File: src/rtl/multicycle_control_pkg.sv
// rtl/multicycle_control_pkg.sv - shared encodings for the multicycle RV32I control unit
//
// Purpose: state enum, opcode constants, ALUOp and ALUControl codes and
//          datapath mux-select constants used by multicycle_control and
//          alu_decoder.
// Ports:   none (package)
package multicycle_pkg;

   typedef enum logic [3:0] {
      S_FETCH,
      S_DECODE,
      S_MEMADR,
      S_MEMREAD,
      S_MEMWB,
      S_MEMWRITE,
      S_EXECR,
      S_EXECI,
      S_ALUWB,
      S_BEQ,
      S_JAL,
      S_ILLEGAL
   } state_t;

   localparam logic [6:0] OP_LW    = 7'b0000011;
   localparam logic [6:0] OP_SW    = 7'b0100011;
   localparam logic [6:0] OP_RTYPE = 7'b0110011;
   localparam logic [6:0] OP_IALU  = 7'b0010011;
   localparam logic [6:0] OP_BEQ   = 7'b1100011;
   localparam logic [6:0] OP_JAL   = 7'b1101111;

   // ADD is 00 so an idle state naturally requests an add.
   typedef enum logic [1:0] {
      ALUOP_ADD   = 2'b00,
      ALUOP_SUB   = 2'b01,
      ALUOP_FUNCT = 2'b10
   } aluop_t;

   localparam logic [2:0] ALUC_AND = 3'b000;
   localparam logic [2:0] ALUC_OR  = 3'b001;
   localparam logic [2:0] ALUC_ADD = 3'b010;
   localparam logic [2:0] ALUC_SUB = 3'b011;

   localparam logic       ADR_PC        = 1'b0;
   localparam logic       ADR_ALUOUT    = 1'b1;

   localparam logic [1:0] RES_ALUOUT    = 2'b00;
   localparam logic [1:0] RES_DATA      = 2'b01;
   localparam logic [1:0] RES_ALURESULT = 2'b10;

   localparam logic [1:0] SRCA_PC       = 2'b00;
   localparam logic [1:0] SRCA_OLDPC    = 2'b01;
   localparam logic [1:0] SRCA_RS1      = 2'b10;

   localparam logic [1:0] SRCB_RS2      = 2'b00;
   localparam logic [1:0] SRCB_IMM      = 2'b01;
   localparam logic [1:0] SRCB_FOUR     = 2'b10;

   localparam logic [1:0] IMM_I         = 2'b00;
   localparam logic [1:0] IMM_S         = 2'b01;
   localparam logic [1:0] IMM_B         = 2'b10;
   localparam logic [1:0] IMM_J         = 2'b11;

   // Only add/sub, or and and exist in the ALU; every other funct3 is illegal.
   function automatic logic funct3_supported(input logic [2:0] funct3);
      return (funct3 == 3'b000) || (funct3 == 3'b110) || (funct3 == 3'b111);
   endfunction

endpackage

File: src/rtl/multicycle_control_if.sv
// rtl/multicycle_control_if.sv - control-unit to datapath signal bundle
//
// Purpose: groups the instruction fields and ALU flag going into the control
//          unit together with every control output going to the datapath.
// Modports:
//   master - control unit: reads op/funct3/funct7b5/zero, drives controls
//   slave  - datapath: drives op/funct3/funct7b5/zero, reads controls
interface multicycle_control_if;

   logic [6:0] op;
   logic [2:0] funct3;
   logic       funct7b5;
   logic       zero;

   logic       PCWrite;
   logic       AdrSrc;
   logic       MemWrite;
   logic       IRWrite;
   logic [1:0] ResultSrc;
   logic [1:0] ALUSrcA;
   logic [1:0] ALUSrcB;
   logic [1:0] ImmSrc;
   logic       RegWrite;
   logic [2:0] ALUControl;
   logic       illegal;

   modport master (
      input  op, funct3, funct7b5, zero,
      output PCWrite, AdrSrc, MemWrite, IRWrite, ResultSrc, ALUSrcA,
             ALUSrcB, ImmSrc, RegWrite, ALUControl, illegal
   );

   modport slave (
      output op, funct3, funct7b5, zero,
      input  PCWrite, AdrSrc, MemWrite, IRWrite, ResultSrc, ALUSrcA,
             ALUSrcB, ImmSrc, RegWrite, ALUControl, illegal
   );

endinterface

File: src/rtl/multicycle_control_alu_decoder.sv
// rtl/multicycle_control_alu_decoder.sv - combinational ALUOp/funct to ALUControl decoder
//
// Purpose: maps the FSM's ALUOp request plus instruction fields to the
//          3-bit ALUControl consumed by the ALU.
// Ports:
//   aluop      in  2  ADD / SUB / FUNCT request from the FSM
//   funct3     in  3  instruction[14:12]
//   op5        in  1  instruction[5], distinguishes R-type from I-ALU
//   funct7b5   in  1  instruction[30]
//   alucontrol out 3  ALU operation select
module alu_decoder
   import multicycle_pkg::*;
(
   input  aluop_t     aluop,
   input  logic [2:0] funct3,
   input  logic       op5,
   input  logic       funct7b5,
   output logic [2:0] alucontrol
);

   always_comb begin
      alucontrol = ALUC_ADD;
      case (aluop)
         ALUOP_ADD: alucontrol = ALUC_ADD;
         ALUOP_SUB: alucontrol = ALUC_SUB;
         ALUOP_FUNCT: begin
            case (funct3)
               // addi never subtracts: funct7b5 is an immediate bit there.
               3'b000:  alucontrol = (op5 & funct7b5) ? ALUC_SUB : ALUC_ADD;
               3'b110:  alucontrol = ALUC_OR;
               3'b111:  alucontrol = ALUC_AND;
               default: alucontrol = ALUC_ADD;
            endcase
         end
         default: alucontrol = ALUC_ADD;
      endcase
   end

endmodule

File: src/rtl/multicycle_control.sv
// rtl/multicycle_control.sv - Moore control FSM for the multicycle RV32I core
//
// Purpose: sequences each instruction through fetch, decode, execute, memory
//          and writeback, driving all datapath enables and mux selects.
//          Optional performance counters are built when
//          MULTICYCLE_CONTROL_PERF_EN is defined.
// Ports:
//   clk      in      core clock
//   reset    in      synchronous, active-high; forces all outputs to 0
//   ctrl     master  op/funct3/funct7b5/zero in, datapath controls out
//   instret  out 32  retired-instruction count (PERF_EN only)
//   cycles   out 32  cycles out of reset (PERF_EN only)
module multicycle_control
   import multicycle_pkg::*;
(
   input  logic                  clk,
   input  logic                  reset,
   multicycle_control_if.master  ctrl
`ifdef MULTICYCLE_CONTROL_PERF_EN
   ,
   output logic [31:0]           instret,
   output logic [31:0]           cycles
`endif
);

   state_t     state;
   state_t     next_state;

   aluop_t     aluop;
   logic       pcupdate;
   logic       branch;
   logic       adrsrc;
   logic       memwrite;
   logic       irwrite;
   logic [1:0] resultsrc;
   logic [1:0] alusrca;
   logic [1:0] alusrcb;
   logic [1:0] immsrc;
   logic       regwrite;
   logic       illegal;
   logic [2:0] alucontrol;

   always_ff @(posedge clk) begin
      if (reset) state <= S_FETCH;
      else       state <= next_state;
   end

   always_comb begin
      next_state = S_FETCH;
      case (state)
         S_FETCH:  next_state = S_DECODE;
         S_DECODE: begin
            case (ctrl.op)
               OP_LW, OP_SW: next_state = S_MEMADR;
               OP_RTYPE:     next_state = funct3_supported(ctrl.funct3) ? S_EXECR : S_ILLEGAL;
               OP_IALU:      next_state = funct3_supported(ctrl.funct3) ? S_EXECI : S_ILLEGAL;
               OP_BEQ:       next_state = S_BEQ;
               OP_JAL:       next_state = S_JAL;
               default:      next_state = S_ILLEGAL;
            endcase
         end
         S_MEMADR:  next_state = (ctrl.op == OP_LW) ? S_MEMREAD : S_MEMWRITE;
         S_MEMREAD: next_state = S_MEMWB;
         S_EXECR, S_EXECI, S_JAL: next_state = S_ALUWB;
         default:   next_state = S_FETCH;
      endcase
   end

   always_comb begin
      aluop     = ALUOP_ADD;
      pcupdate  = 1'b0;
      branch    = 1'b0;
      adrsrc    = ADR_PC;
      memwrite  = 1'b0;
      irwrite   = 1'b0;
      resultsrc = RES_ALUOUT;
      alusrca   = SRCA_PC;
      alusrcb   = SRCB_RS2;
      regwrite  = 1'b0;
      illegal   = 1'b0;
      case (state)
         S_FETCH: begin
            irwrite   = 1'b1;
            alusrcb   = SRCB_FOUR;
            resultsrc = RES_ALURESULT;
            pcupdate  = 1'b1;
         end
         S_DECODE: begin
            alusrca = SRCA_OLDPC;
            alusrcb = SRCB_IMM;
         end
         S_MEMADR: begin
            alusrca = SRCA_RS1;
            alusrcb = SRCB_IMM;
         end
         S_MEMREAD:  adrsrc = ADR_ALUOUT;
         S_MEMWRITE: begin
            adrsrc   = ADR_ALUOUT;
            memwrite = 1'b1;
         end
         S_MEMWB: begin
            resultsrc = RES_DATA;
            regwrite  = 1'b1;
         end
         S_EXECR: begin
            alusrca = SRCA_RS1;
            alusrcb = SRCB_RS2;
            aluop   = ALUOP_FUNCT;
         end
         S_EXECI: begin
            alusrca = SRCA_RS1;
            alusrcb = SRCB_IMM;
            aluop   = ALUOP_FUNCT;
         end
         S_ALUWB:   regwrite = 1'b1;
         S_BEQ: begin
            alusrca = SRCA_RS1;
            alusrcb = SRCB_RS2;
            aluop   = ALUOP_SUB;
            branch  = 1'b1;
         end
         S_JAL: begin
            alusrca  = SRCA_OLDPC;
            alusrcb  = SRCB_FOUR;
            pcupdate = 1'b1;
         end
         S_ILLEGAL: illegal = 1'b1;
         default: ;
      endcase
   end

   always_comb begin
      immsrc = IMM_I;
      case (ctrl.op)
         OP_SW:   immsrc = IMM_S;
         OP_BEQ:  immsrc = IMM_B;
         OP_JAL:  immsrc = IMM_J;
         default: immsrc = IMM_I;
      endcase
   end

   alu_decoder u_alu_decoder (
      .aluop      (aluop),
      .funct3     (ctrl.funct3),
      .op5        (ctrl.op[5]),
      .funct7b5   (ctrl.funct7b5),
      .alucontrol (alucontrol)
   );

   // Outputs are gated by reset so an aborted instruction cannot write
   // anything in the cycle reset is seen.
   assign ctrl.PCWrite    = ~reset & (pcupdate | (branch & ctrl.zero));
   assign ctrl.AdrSrc     = ~reset & adrsrc;
   assign ctrl.MemWrite   = ~reset & memwrite;
   assign ctrl.IRWrite    = ~reset & irwrite;
   assign ctrl.ResultSrc  = reset ? 2'b00 : resultsrc;
   assign ctrl.ALUSrcA    = reset ? 2'b00 : alusrca;
   assign ctrl.ALUSrcB    = reset ? 2'b00 : alusrcb;
   assign ctrl.ImmSrc     = reset ? 2'b00 : immsrc;
   assign ctrl.RegWrite   = ~reset & regwrite;
   assign ctrl.ALUControl = reset ? 3'b000 : alucontrol;
   assign ctrl.illegal    = ~reset & illegal;

`ifdef MULTICYCLE_CONTROL_PERF_EN
   // Every completing state goes to FETCH next, so being in one of them
   // outside reset means an instruction retires at this edge.
   logic retire;
   assign retire = (state == S_MEMWB) || (state == S_MEMWRITE) ||
                   (state == S_ALUWB) || (state == S_BEQ);

   always_ff @(posedge clk) begin
      if (reset) begin
         instret <= 32'd0;
         cycles  <= 32'd0;
      end else begin
         cycles <= cycles + 32'd1;
         if (retire) instret <= instret + 32'd1;
      end
   end
`endif

endmodule
File: src/flat_wrapper.sv
// flat-port wrapper written by rule: the top's interface ports become plain ports
module multicycle_control_flat import multicycle_pkg::*;
  (clk, reset, ctrl_op, ctrl_funct3, ctrl_funct7b5, ctrl_zero, ctrl_PCWrite, ctrl_AdrSrc, ctrl_MemWrite, ctrl_IRWrite, ctrl_ResultSrc, ctrl_ALUSrcA, ctrl_ALUSrcB, ctrl_ImmSrc, ctrl_RegWrite, ctrl_ALUControl, ctrl_illegal);
  multicycle_control_if ctrl_i ();
  input  logic clk;
  input  logic reset;
  input wire logic [$bits(ctrl_i.op)-1:0] ctrl_op;
  input wire logic [$bits(ctrl_i.funct3)-1:0] ctrl_funct3;
  input wire logic [$bits(ctrl_i.funct7b5)-1:0] ctrl_funct7b5;
  input wire logic [$bits(ctrl_i.zero)-1:0] ctrl_zero;
  output wire logic [$bits(ctrl_i.PCWrite)-1:0] ctrl_PCWrite;
  output wire logic [$bits(ctrl_i.AdrSrc)-1:0] ctrl_AdrSrc;
  output wire logic [$bits(ctrl_i.MemWrite)-1:0] ctrl_MemWrite;
  output wire logic [$bits(ctrl_i.IRWrite)-1:0] ctrl_IRWrite;
  output wire logic [$bits(ctrl_i.ResultSrc)-1:0] ctrl_ResultSrc;
  output wire logic [$bits(ctrl_i.ALUSrcA)-1:0] ctrl_ALUSrcA;
  output wire logic [$bits(ctrl_i.ALUSrcB)-1:0] ctrl_ALUSrcB;
  output wire logic [$bits(ctrl_i.ImmSrc)-1:0] ctrl_ImmSrc;
  output wire logic [$bits(ctrl_i.RegWrite)-1:0] ctrl_RegWrite;
  output wire logic [$bits(ctrl_i.ALUControl)-1:0] ctrl_ALUControl;
  output wire logic [$bits(ctrl_i.illegal)-1:0] ctrl_illegal;
  assign ctrl_i.op = ctrl_op;
  assign ctrl_i.funct3 = ctrl_funct3;
  assign ctrl_i.funct7b5 = ctrl_funct7b5;
  assign ctrl_i.zero = ctrl_zero;
  assign ctrl_PCWrite = ctrl_i.PCWrite;
  assign ctrl_AdrSrc = ctrl_i.AdrSrc;
  assign ctrl_MemWrite = ctrl_i.MemWrite;
  assign ctrl_IRWrite = ctrl_i.IRWrite;
  assign ctrl_ResultSrc = ctrl_i.ResultSrc;
  assign ctrl_ALUSrcA = ctrl_i.ALUSrcA;
  assign ctrl_ALUSrcB = ctrl_i.ALUSrcB;
  assign ctrl_ImmSrc = ctrl_i.ImmSrc;
  assign ctrl_RegWrite = ctrl_i.RegWrite;
  assign ctrl_ALUControl = ctrl_i.ALUControl;
  assign ctrl_illegal = ctrl_i.illegal;
  multicycle_control u_core (.clk(clk), .reset(reset), .ctrl(ctrl_i));
endmodule
File: config.mk
export PLATFORM = sky130hd
export DESIGN_NAME = multicycle_control_flat
export DESIGN_NICKNAME = d
export VERILOG_FILES = /design/src/rtl/multicycle_control_pkg.sv /design/src/rtl/multicycle_control_if.sv /design/src/rtl/multicycle_control_alu_decoder.sv /design/src/rtl/multicycle_control.sv /design/src/flat_wrapper.sv
export SDC_FILE = /design/constraint.sdc
export NUM_CORES = 1
export LEC_CHECK = 0
export ABC_AREA = 1
export BUFFER_PORTS_ARGS = -buffer_cell sky130_fd_sc_hd__buf_2
export CAP_MARGIN = 40
export CORE_MARGIN = 1.5
export CORE_UTILIZATION = 43
export DETAILED_ROUTE_END_ITERATION = 8
export MAX_ROUTING_LAYER = met4
export PLACE_DENSITY_LB_ADDON = 0.12
export SETUP_SLACK_MARGIN = 0.4
export SLEW_MARGIN = 30
export SYNTH_ARGS = -nofsm -noshare
export SYNTH_HDL_FRONTEND = slang
export SYNTH_SLANG_ARGS = --single-unit
export TNS_END_PERCENT = 100
File: constraint.sdc
create_clock -name clk -period 1.6 [get_ports clk]
set_clock_uncertainty 0.15 [all_clocks]
set_input_delay 0.24 -clock clk [delete_from_list [all_inputs] [get_ports clk]]
set_output_delay 0.24 -clock clk [all_outputs]
set_load 0.1 [all_outputs]
==> results of run 1 <==
-- through the flow --
step | std cells | setup slack, ns | setup TNS [ns]
floorplan | 109 | -0.475 | -2.20
global placement | 164 | -0.0920 | -0.183
-- kinds of logic after synthesis --
group	after synthesis	share of synthesized area, %
fa+ha+maj	2	4.33
flops	4	13.9
simple gates	63	48.3
compound gates	17	17.3
other cells	1	0.649
buf+inv	22	15.6
==> flow_summary.yaml, run 1 <==
placement:
  port_buffers: 29
  finalWeightedCongestion: 0.913
die:
  ios: 31
  die_y_um: 39.7
  start_util_pct: 45.6
  rows: 13
  fp.dieW_um: 39.7
synthesis:
  synth-main-ff-cell: "dfxtp_1"
  syn_avg_cell_area_um2: 5.30
  syn_nets: 125
  post-synth-top-area-cell: "nand2_1"
  synth_edf_count: 0
  async_flop_share_pct: 0
  synth_top_cell_area_share_pct: 17.5
  ys_seq_area_share_pct: 13.9
  synth_common_cells: "nand2_1 (27), inv_1 (18), nor2_1 (16)"
  synth_area_um2: 578
  yosysMostFrequentCell: "nand2_1"
  yosys_warnings: 0
  netlist_top_cells_area: "nand2_1 (18%), dfxtp_1 (14%), inv_1 (12%)"
  postSynthCellCount: 109
  ys_ff_latch: 4
  ys_types: 22
status:
  status: "did not finish"
  tool.error: "[ERROR DPL-0038] Utilization greater than 100%, impossible to legalize"
  stop_stage: "detailed placement"
==> run 2: changes to the inputs <==
--- a/config.mk
+++ b/config.mk
@@ -8,12 +8,10 @@
 export ABC_AREA = 1
 export BUFFER_PORTS_ARGS = -buffer_cell sky130_fd_sc_hd__buf_2
 export CAP_MARGIN = 40
-export CORE_MARGIN = 1.5
-export CORE_UTILIZATION = 43
+export CORE_AREA = 2 2 63 65
 export DETAILED_ROUTE_END_ITERATION = 8
-export MAX_ROUTING_LAYER = met4
-export PLACE_DENSITY_LB_ADDON = 0.12
-export SETUP_SLACK_MARGIN = 0.4
+export DIE_AREA = 0 0 65 67
+export PLACE_DENSITY_LB_ADDON = 0.15
 export SLEW_MARGIN = 30
 export SYNTH_ARGS = -nofsm -noshare
 export SYNTH_HDL_FRONTEND = slang
==> flow_summary.yaml, run 2 <==
global_route:
  grt_usage_pct: 10.7
  grt_pass1_vias: 865
  grt_overflow: 0
  grt_pass1_wl_mm: 3.60
  grt_max_degree: 10
  antenna_found_initial: 0
sta:
  whs_ns: 0.201
  fmax_mhz: 516
  fin_tns_setup_ns: -2.44
  slew_violations: 0
  hold_viol_final: 0
  layout_min_cycle_time_ns: 1.94
  rsz0062_at_grt: "yes"
  setup_viol: 14
  setup_slack_ns: -0.340
  min_period_over_period_pct: 121
placement:
  dp_hpwl_mm: 1.68
  placed_area_mm2: 0.00129
  port_buffers: 29
  dpl.cell_count: 198
  finalWeightedCongestion: 0.759
die:
  fp.dieW_um: 65
  start_util_pct: 16.0
  ios: 31
  rows: 22
  die_y_um: 67
  dieArea_mm2: 0.00436
  core-area_mm2: 0.00361
setup_path:
  crit_fanout: 3
  r2r_slack_ns: 0.03
  crit_end: "ctrl_ALUControl[1]"
  required_ns: 1.21
  r2r-end: "u_core.state[2]"
  crit_start: "u_core.state[2]"
  startpoint_type: "register"
  r2r-start: "u_core.state[3]"
  worstSetupPathType: "reg -> out"
  cp.arrival_ns: 1.55
  r2r_cells: 11
  end_kind: "primary output"
pwr:
  total_power_mw: 1.58
  ir_worst_vdd_mv: 0.255
  powerDensity_mw_per_mm2: 999
  power.leakage_nw: 0.652
flow_run:
  drv_cap: 0
finish:
  diodes: 0
  syn_to_final_growth_pct: 174
  final_common_cell: "nand2_1"
  final_area_mm2: 0.00159
  layout.nets: 177
  top_register: "u_core.state"
  largest_reg_flops: 4
  fill_cells: 354
  drive_gt1_share_pct: 68.1
  final_cell_mix: "nand2_1 (18), buf_12 (17), nor2_4 (14)"
  layout.cells.non_filler: 208
  largestRegisters: "u_core.state (4)"
cts:
  clock-sinks: 4
  clock-root-buffer: "clkbuf_8"
  cts_made_buffers: 3
  ctsLongestPathBuffers: 2
  clkLatencyLatePin_ns: 0.22
  cts.reportedPaths.clkPinSlew_ns: 0.03
  cts_hold_buf: 0
  cts_tree: "yes"
  htreeDepth: 1
synthesis:
  yosysMostFrequentCell: "nand2_1"
  synth_edf_count: 0
  post-synth-top-area-cell: "nand2_1"
  syn_avg_cell_area_um2: 5.30
  synth_xor_area_share_pct: 0
  synth-main-ff-cell: "dfxtp_1"
  synth_common_cells: "nand2_1 (27), inv_1 (18), nor2_1 (16)"
  synthAdderAreaFrac_pct: 4.33
  synth_area_um2: 578
  netlist_top_cells_area: "nand2_1 (18%), dfxtp_1 (14%), inv_1 (12%)"
  synth_top_cell_area_share_pct: 17.5
  async_flop_share_pct: 0
  syn_nets: 125
  synth-simple-area-share_pct: 48.3
  yosys_warnings: 0
  synth_compound_area_share_pct: 17.3
  synth_top_family_by_area: "simple AND/OR/NAND/NOR gates"
  postSynthCellCount: 109
  synthMuxAreaShare_pct: 0
  ys_seq_area_share_pct: 13.9
  ys_types: 22
  ys_ff_latch: 4
drt:
  totalWireLength_mm: 2.24
  drtIter0Drc: 12
  firstDrtPassIters: 4
  route.detailed.drc: 0
  vias_per_cell: 4.10
  wl_per_cell_um: 10.8
  vias: 853
  ant_nets: 0
hold_path:
  hp-class: "in -> reg"
status:
  violations: "negative setup slack"
  status: "finished, violations left"
[run 2: cell counts after synthesis]
Identical to the previous run, type by type.
[run 2: layout make-up]
| class | instances | area, um2 | area share, % |
|---|---|---|---|
| sequential | 4 | 92.6 | 5.84 |
| multi-input combinational | 83 | 723 | 45.6 |
| inverter | 19 | 78.8 | 4.97 |
| tap | 48 | 60.1 | 3.79 |
| clock buffer | 4 | 45.0 | 2.84 |
| timing repair buffer | 50 | 586 | 36.9 |
[run 2: worst min path at each step]
stage                from               to  slack, ns  cells past startpoint
2_1_floorplan  ctrl_op[4]  u_core.state[3]       0.27                      2
3_3_place_gp   ctrl_op[6]  u_core.state[1]       0.43                      4
3_5_place_dp   ctrl_op[6]  u_core.state[1]       0.43                      4
4_1_cts        ctrl_op[6]  u_core.state[1]       0.20                      4
5_1_grt        ctrl_op[6]  u_core.state[1]       0.23                      4
6_report       ctrl_op[6]  u_core.state[1]       0.20                      4
[run 2: logic make-up after synthesis]
logic type	Yosys count
adder cells (fa/ha/maj)	2
AND/OR/NAND/NOR	63
buffers and inverters	22
AO/OA/AOI/OAI	17
flip-flops	4
other	1
[run 2: critical path: stages, from the launching register on]
cell,delay (ns)
dfxtp_4,0.35
inv_4,0.07
nand2_4,0.06
nor2_4,0.13
inv_2,0.06
ha_4,0.29
nor2_4,0.04
a21oi_4,0.14
buf_12,0.19
[run 2: timing repair]
item,4_1_cts,5_1_grt
pin swaps,13,12
gates resized for setup,34,19
setup endpoints to repair,14,16
setup buffers,2,4
[run 2: per-stage QoR]
stage               setup slack, ns  utilization (%)
floorplan                    -0.475                -
global placement             -0.179             35.7
detailed placement           -0.220             35.7
CTS                          -0.350             41.1
global route                 -0.418             44.0
finish                       -0.340             44.0
[run 2: layer usage]
metal / share of wire (%) / wire, um / vias to the layer above / global-route usage [%]
li1: - / - / 448 / -
met2: 57 / 1290 / 15 / 21.6
met3: 3.8 / 86 / 0 / 2.70
met5: 0 / 0 / - / 0
met1: 39 / 863 / 390 / 11.1
met4: 0 / 0 / 0 / 1.60
[run 2: power by group]
part	switching, mW	internal [mW]
logic	0.736	0.473
clock network	0.0501	0.170
registers	0.0296	0.125
Power figures use the tool's default switching activity.
==> run 3: changes to the inputs <==
==> constraint.sdc (replaced) <==
create_clock -name clk -period 2.4 [get_ports clk]
set_clock_uncertainty 0.15 [all_clocks]
set_input_delay 0.36 -clock clk [delete_from_list [all_inputs] [get_ports clk]]
set_output_delay 0.36 -clock clk [all_outputs]
set_load 0.1 [all_outputs]
==> flow_summary.yaml, run 3 (synthesis gave the netlist of run 2 again) <==
die:
  rows: 22
  core-area_mm2: 0.00361
  dieArea_mm2: 0.00436
  die_y_um: 67
  start_util_pct: 16.0
  fp.dieW_um: 65
  ios: 31
sta:
  setup_viol: 0
  rsz0062_at_grt: "no"
  min_period_over_period_pct: 94.9
  layout_min_cycle_time_ns: 2.28
  fin_tns_setup_ns: 0
  setup_slack_ns: 0.122
  fmax_mhz: 439
  slew_violations: 0
  whs_ns: 0.345
  hold_viol_final: 0
global_route:
  grt_overflow: 0
  grt_usage_pct: 8.22
  grt_pass1_vias: 679
  grt_max_degree: 9
  antenna_found_initial: 0
  grt_pass1_wl_mm: 2.87
setup_path:
  r2r-end: "u_core.state[1]"
  end_kind: "primary output"
  startpoint_type: "register"
  crit_end: "ctrl_ALUControl[1]"
  required_ns: 1.89
  cp.arrival_ns: 1.77
  crit_fanout: 4
  r2r-start: "u_core.state[3]"
  r2r_cells: 5
  r2r_slack_ns: 1.10
  worstSetupPathType: "reg -> out"
  crit_start: "u_core.state[2]"
drt:
  route.detailed.drc: 0
  totalWireLength_mm: 1.73
  vias: 755
  drtIter0Drc: 25
  ant_nets: 0
  wl_per_cell_um: 9.27
  firstDrtPassIters: 4
  vias_per_cell: 4.04
placement:
  finalWeightedCongestion: 0.857
  placed_area_um2: 846
  dp_hpwl_mm: 1.47
  port_buffers: 29
  dp_slack_ns: 0.336
finish:
  final_cell_mix: "nand2_1 (27), buf_2 (27), inv_1 (18)"
  top_register: "u_core.state"
  final_area_um2: 898
  layout.nets: 157
  drive_gt1_share_pct: 36.7
  syn_to_final_growth_pct: 55.4
  largest_reg_flops: 4
  diodes: 0
  largestRegisters: "u_core.state (4)"
  fin_util_pct: 24.9
cts:
  cts_hold_buf: 0
  htreeDepth: 1
  clkLatencyLatePin_ns: 0.22
  cts.reportedPaths.clkPinSlew_ns: 0.03
  clock-sinks: 4
  ctsLongestPathBuffers: 2
  cts_tree: "yes"
  clock-root-buffer: "clkbuf_8"
  cts_made_buffers: 3
hold_path:
  hp-class: "in -> reg"
  whs_path_depth: 4
pwr:
  switching_share_pct: 60.0
  p_seq_share_pct: 13.5
  p_switching_mw: 0.408
  powerDensity_mw_per_mm2: 757
  p_clk_share_pct: 20.7
  p_int_mw: 0.272
  power.leakage_nw: 0.450
  ir_worst_vdd_mv: 0.139
  pwr-share-comb_pct: 65.9
status:
  status: "completed"
flow_run:
  drv_cap: 0
[run 3: worst min path at each step]
stage	from	endpoint	slack (ns)
after floorplan	ctrl_op[4]	u_core.state[3]	0.39
after global placement	u_core.state[0]	u_core.state[0]	0.52
after detailed placement	u_core.state[0]	u_core.state[0]	0.51
after CTS	ctrl_op[6]	u_core.state[1]	0.35
after global routing	ctrl_op[6]	u_core.state[1]	0.39
final	ctrl_op[6]	u_core.state[1]	0.35
[run 3: what timing repair did]
action                     CTS  global route
setup endpoints to repair    0             2
setup buffers                0             0
gates resized for setup      0             2
[run 3: metal layers]
layer  up-vias  GRT usage [%]  wire, um
met5         -              0         0
met4         0           3.99        15
met3         2           1.35        95
met2        24           13.4       773
met1       321           10.5       850
li1        408              -         -
[run 3: area by class of cell]
class / instances / area [um2]
fill: 415 / 2710
multi-input combinational: 83 / 463
timing repair buffer: 30 / 183
sequential: 4 / 80.1
inverter: 19 / 71.3
tap: 48 / 60.1
clock buffer: 3 / 41.3
[run 3: critical path: stages, from the launching register on]
cell and delay, ns:
dfxtp_1 0.31, inv_1 0.07, nand2_1 0.15, nor2_4 0.18
inv_1 0.05, ha_1 0.34, nor2_1 0.20, a21oi_4 0.09
buf_12 0.16
[run 3: per-stage QoR]
| step | instances | power (mW) |
|---|---|---|
| after global placement | 184 | 0.538 |
| after global routing | 187 | 0.724 |
| after CTS | 187 | 0.684 |
| final | 187 | 0.680 |
| after floorplan | 109 | 0.466 |
| after detailed placement | 184 | 0.536 |
[run 3: power by group through the flow]
stage	clock network [mW]	registers [mW]	logic, mW
3_5_place_dp	0	0.0921	0.444
2_1_floorplan	0	0.0899	0.376
6_report	0.141	0.0916	0.448
4_1_cts	0.148	0.0912	0.445
5_1_grt	0.155	0.0935	0.475
3_3_place_gp	0	0.0933	0.444
==> run 4: changes to the inputs <==
--- a/config.mk
+++ b/config.mk
@@ -5,12 +5,11 @@
 export SDC_FILE = /design/constraint.sdc
 export NUM_CORES = 1
 export LEC_CHECK = 0
-export ABC_AREA = 1
 export BUFFER_PORTS_ARGS = -buffer_cell sky130_fd_sc_hd__buf_2
-export CAP_MARGIN = 40
 export CORE_AREA = 2 2 63 65
 export DETAILED_ROUTE_END_ITERATION = 8
 export DIE_AREA = 0 0 65 67
+export HOLD_SLACK_MARGIN = 0.05
 export PLACE_DENSITY_LB_ADDON = 0.15
 export SLEW_MARGIN = 30
 export SYNTH_ARGS = -nofsm -noshare
==> flow_summary.yaml, run 4 <==
status:
  status: "completed"
drt:
  totalWireLength_mm: 2.02
  wl_per_cell_um: 12.4
  vias_per_cell: 4.50
  ant_nets: 0
  drtIter0Drc: 16
  route.detailed.drc: 0
  firstDrtPassIters: 4
  vias: 733
synthesis:
  post-synth-top-area-cell: "dfxtp_1"
  ys_ff_latch: 4
  postSynthCellCount: 83
  synth_edf_count: 0
  ys_seq_area_share_pct: 14.7
  synth-main-ff-cell: "dfxtp_1"
  yosys_warnings: 0
  netlist_top_cells_area: "dfxtp_1 (15%), nor3_1 (7.4%), nand2_1 (6.2%)"
  synth_common_cells: "nand2_1 (9), nor3_1 (8), inv_1 (7)"
  synth_area_um2: 544
  yosysMostFrequentCell: "nand2_1"
  async_flop_share_pct: 0
  syn_avg_cell_area_um2: 6.56
  ys_types: 36
  synth_top_cell_area_share_pct: 14.7
  syn_nets: 99
setup_path:
  cpPeakStageDelay_ns: 0.42
  required_ns: 1.89
  startpoint_type: "register"
  cp.arrival_ns: 1.81
  crit_fanout: 4
  cp_slowest_cell: "or3_4"
  end_kind: "primary output"
  path_cells: "nand2b_4 > or3_4 > ha_4 > a211oi_2 > nor2_2 > buf_12"
  worstSetupPathType: "reg -> out"
die:
  die_y_um: 67
  rows: 22
  ios: 31
  fp.dieW_um: 65
  dieArea_mm2: 0.00436
  start_util_pct: 15.1
  core-area_mm2: 0.00361
finish:
  regArea_um2: 80.1
  syn_to_final_growth_pct: 112
  final_common_cell: "buf_2"
  drive_gt1_share_pct: 58.3
  diodes: 0
  multi_input_area_um2: 563
  layout.nets: 133
  largest_reg_flops: 4
  fill_cells: 371
  final_cell_mix: "buf_2 (17), buf_12 (12), nand2_1 (9)"
  top_register: "u_core.state"
  largestRegisters: "u_core.state (4)"
global_route:
  grt_pass1_vias: 657
  antenna_found_initial: 0
  grt_max_degree: 15
  grt_usage_pct: 10.0
  grt_pass1_wl_mm: 3.31
  grt_overflow: 0
placement:
  port_buffers: 29
  dp_hpwl_mm: 1.66
  dp_slack_ns: 0.269
  finalWeightedCongestion: 0.717
sta:
  min_period_over_period_pct: 96.5
  hold_viol_final: 0
  slew_violations: 0
  setup_viol: 0
  rsz0062_at_grt: "no"
  fmax_mhz: 432
  setup_slack_ns: 0.0840
  layout_min_cycle_time_ns: 2.32
cts:
  post-cts-setup-buffers: 0
  htreeDepth: 1
  clock-root-buffer: "clkbuf_8"
  ctsLongestPathBuffers: 2
  clkLatencyLatePin_ns: 0.22
  cts_hold_buf: 0
  cts_made_buffers: 3
  ctsResizeCount: 0
  clock-sinks: 4
  cts.reportedPaths.clkPinSlew_ns: 0.04
  cts_tree: "yes"
pwr:
  total_power_mw: 0.661
  power.leakage_nw: 0.450
  ir_worst_vdd_mv: 0.300
  powerDensity_mw_per_mm2: 572
flow_run:
  drv_cap: 0
hold_path:
  hp-class: "in -> reg"
[run 4: cell types whose count changed in the layout (fill, tap and decap cells not counted), moves of 3 or more]
cell     change
nand2_1     -18
inv_1       -13
nor2_1      -11
buf_12      +10
buf_2       -10
nand3_1      -7
buf_4        +6
nor3_1       +4
o21ai_0      +4
a21oi_2      -3
nand4_1      -3
[run 4: power by group]
part	switching (mW)	leakage, nW	internal (mW)
combinational	0.280	0.395	0.154
clock	0.0385	0.0216	0.107
sequential	0.00698	0.0330	0.0748
[run 4: worst paths after layout]
check / start / endpoint / slack, ns / cells past startpoint
worst max-delay path: u_core.state[2] / ctrl_ALUControl[1] / 0.08 / 6
worst min-delay path: ctrl_op[4] / u_core.state[0] / 0.31 / 3
worst max register to register: u_core.state[3] / u_core.state[2] / 0.85 / 6
worst min register to register: u_core.state[1] / u_core.state[1] / 0.50 / 3
[run 4: metrics by stage]
| stage | instances | setup TNS [ns] | hold WS [ns] | area, um2 | utilization, % |
|---|---|---|---|---|---|
| final | 163 | 0 | 0.311 | 1160 | 32.1 |
| after CTS | 163 | 0 | 0.310 | 1150 | 31.9 |
| after detailed placement | 160 | 0 | 0.496 | 1110 | 30.8 |
| after global routing | 163 | 0 | 0.359 | 1160 | 32.1 |
| after global placement | 160 | 0 | 0.508 | 1110 | 30.8 |
| after floorplan | 83 | -1.74 | 0.365 | 719 | - |
[run 4: logic make-up (layout without fill, tap and decap cells)]
group	count (synthesis)	after routing	synth area share [%]
AOI/OAI and AO/OA	22	22	27.1
and+or+nand+nor	39	39	40.0
adders and majority gates	2	2	4.60
other	1	1	0.689
buffers and inverters	14	46	11.3
xor gates and xnor gates	1	1	1.61
DFF	4	4	14.7
[run 4: worst max-delay path, delay by kind of cell, from the launching register on]
| family | cells | cell delay [ns] |
|---|---|---|
| AOI/OAI and AO/OA | 1 | 0.17 |
| adders and majority gates | 1 | 0.27 |
| buffers and inverters | 1 | 0.18 |
| DFF | 1 | 0.30 |
| and+or+nand+nor | 3 | 0.65 |
[run 4: layer usage]
layer / wire length [um] / share of wire [%] / global-route usage (%)
met5: 0 / 0 / 0
met4: 25 / 1.2 / 3.19
met3: 118 / 5.8 / 3.04
met2: 910 / 45 / 14.8
met1: 968 / 48 / 13.7
[run 4: cell type report]
type	count	share of cell area, %
inverters	7	2.92
well taps	48	5.19
repair buffers	36	32.7
flip-flops and latches	4	6.93
multi-input cells	65	48.7
clock buffers	3	3.57
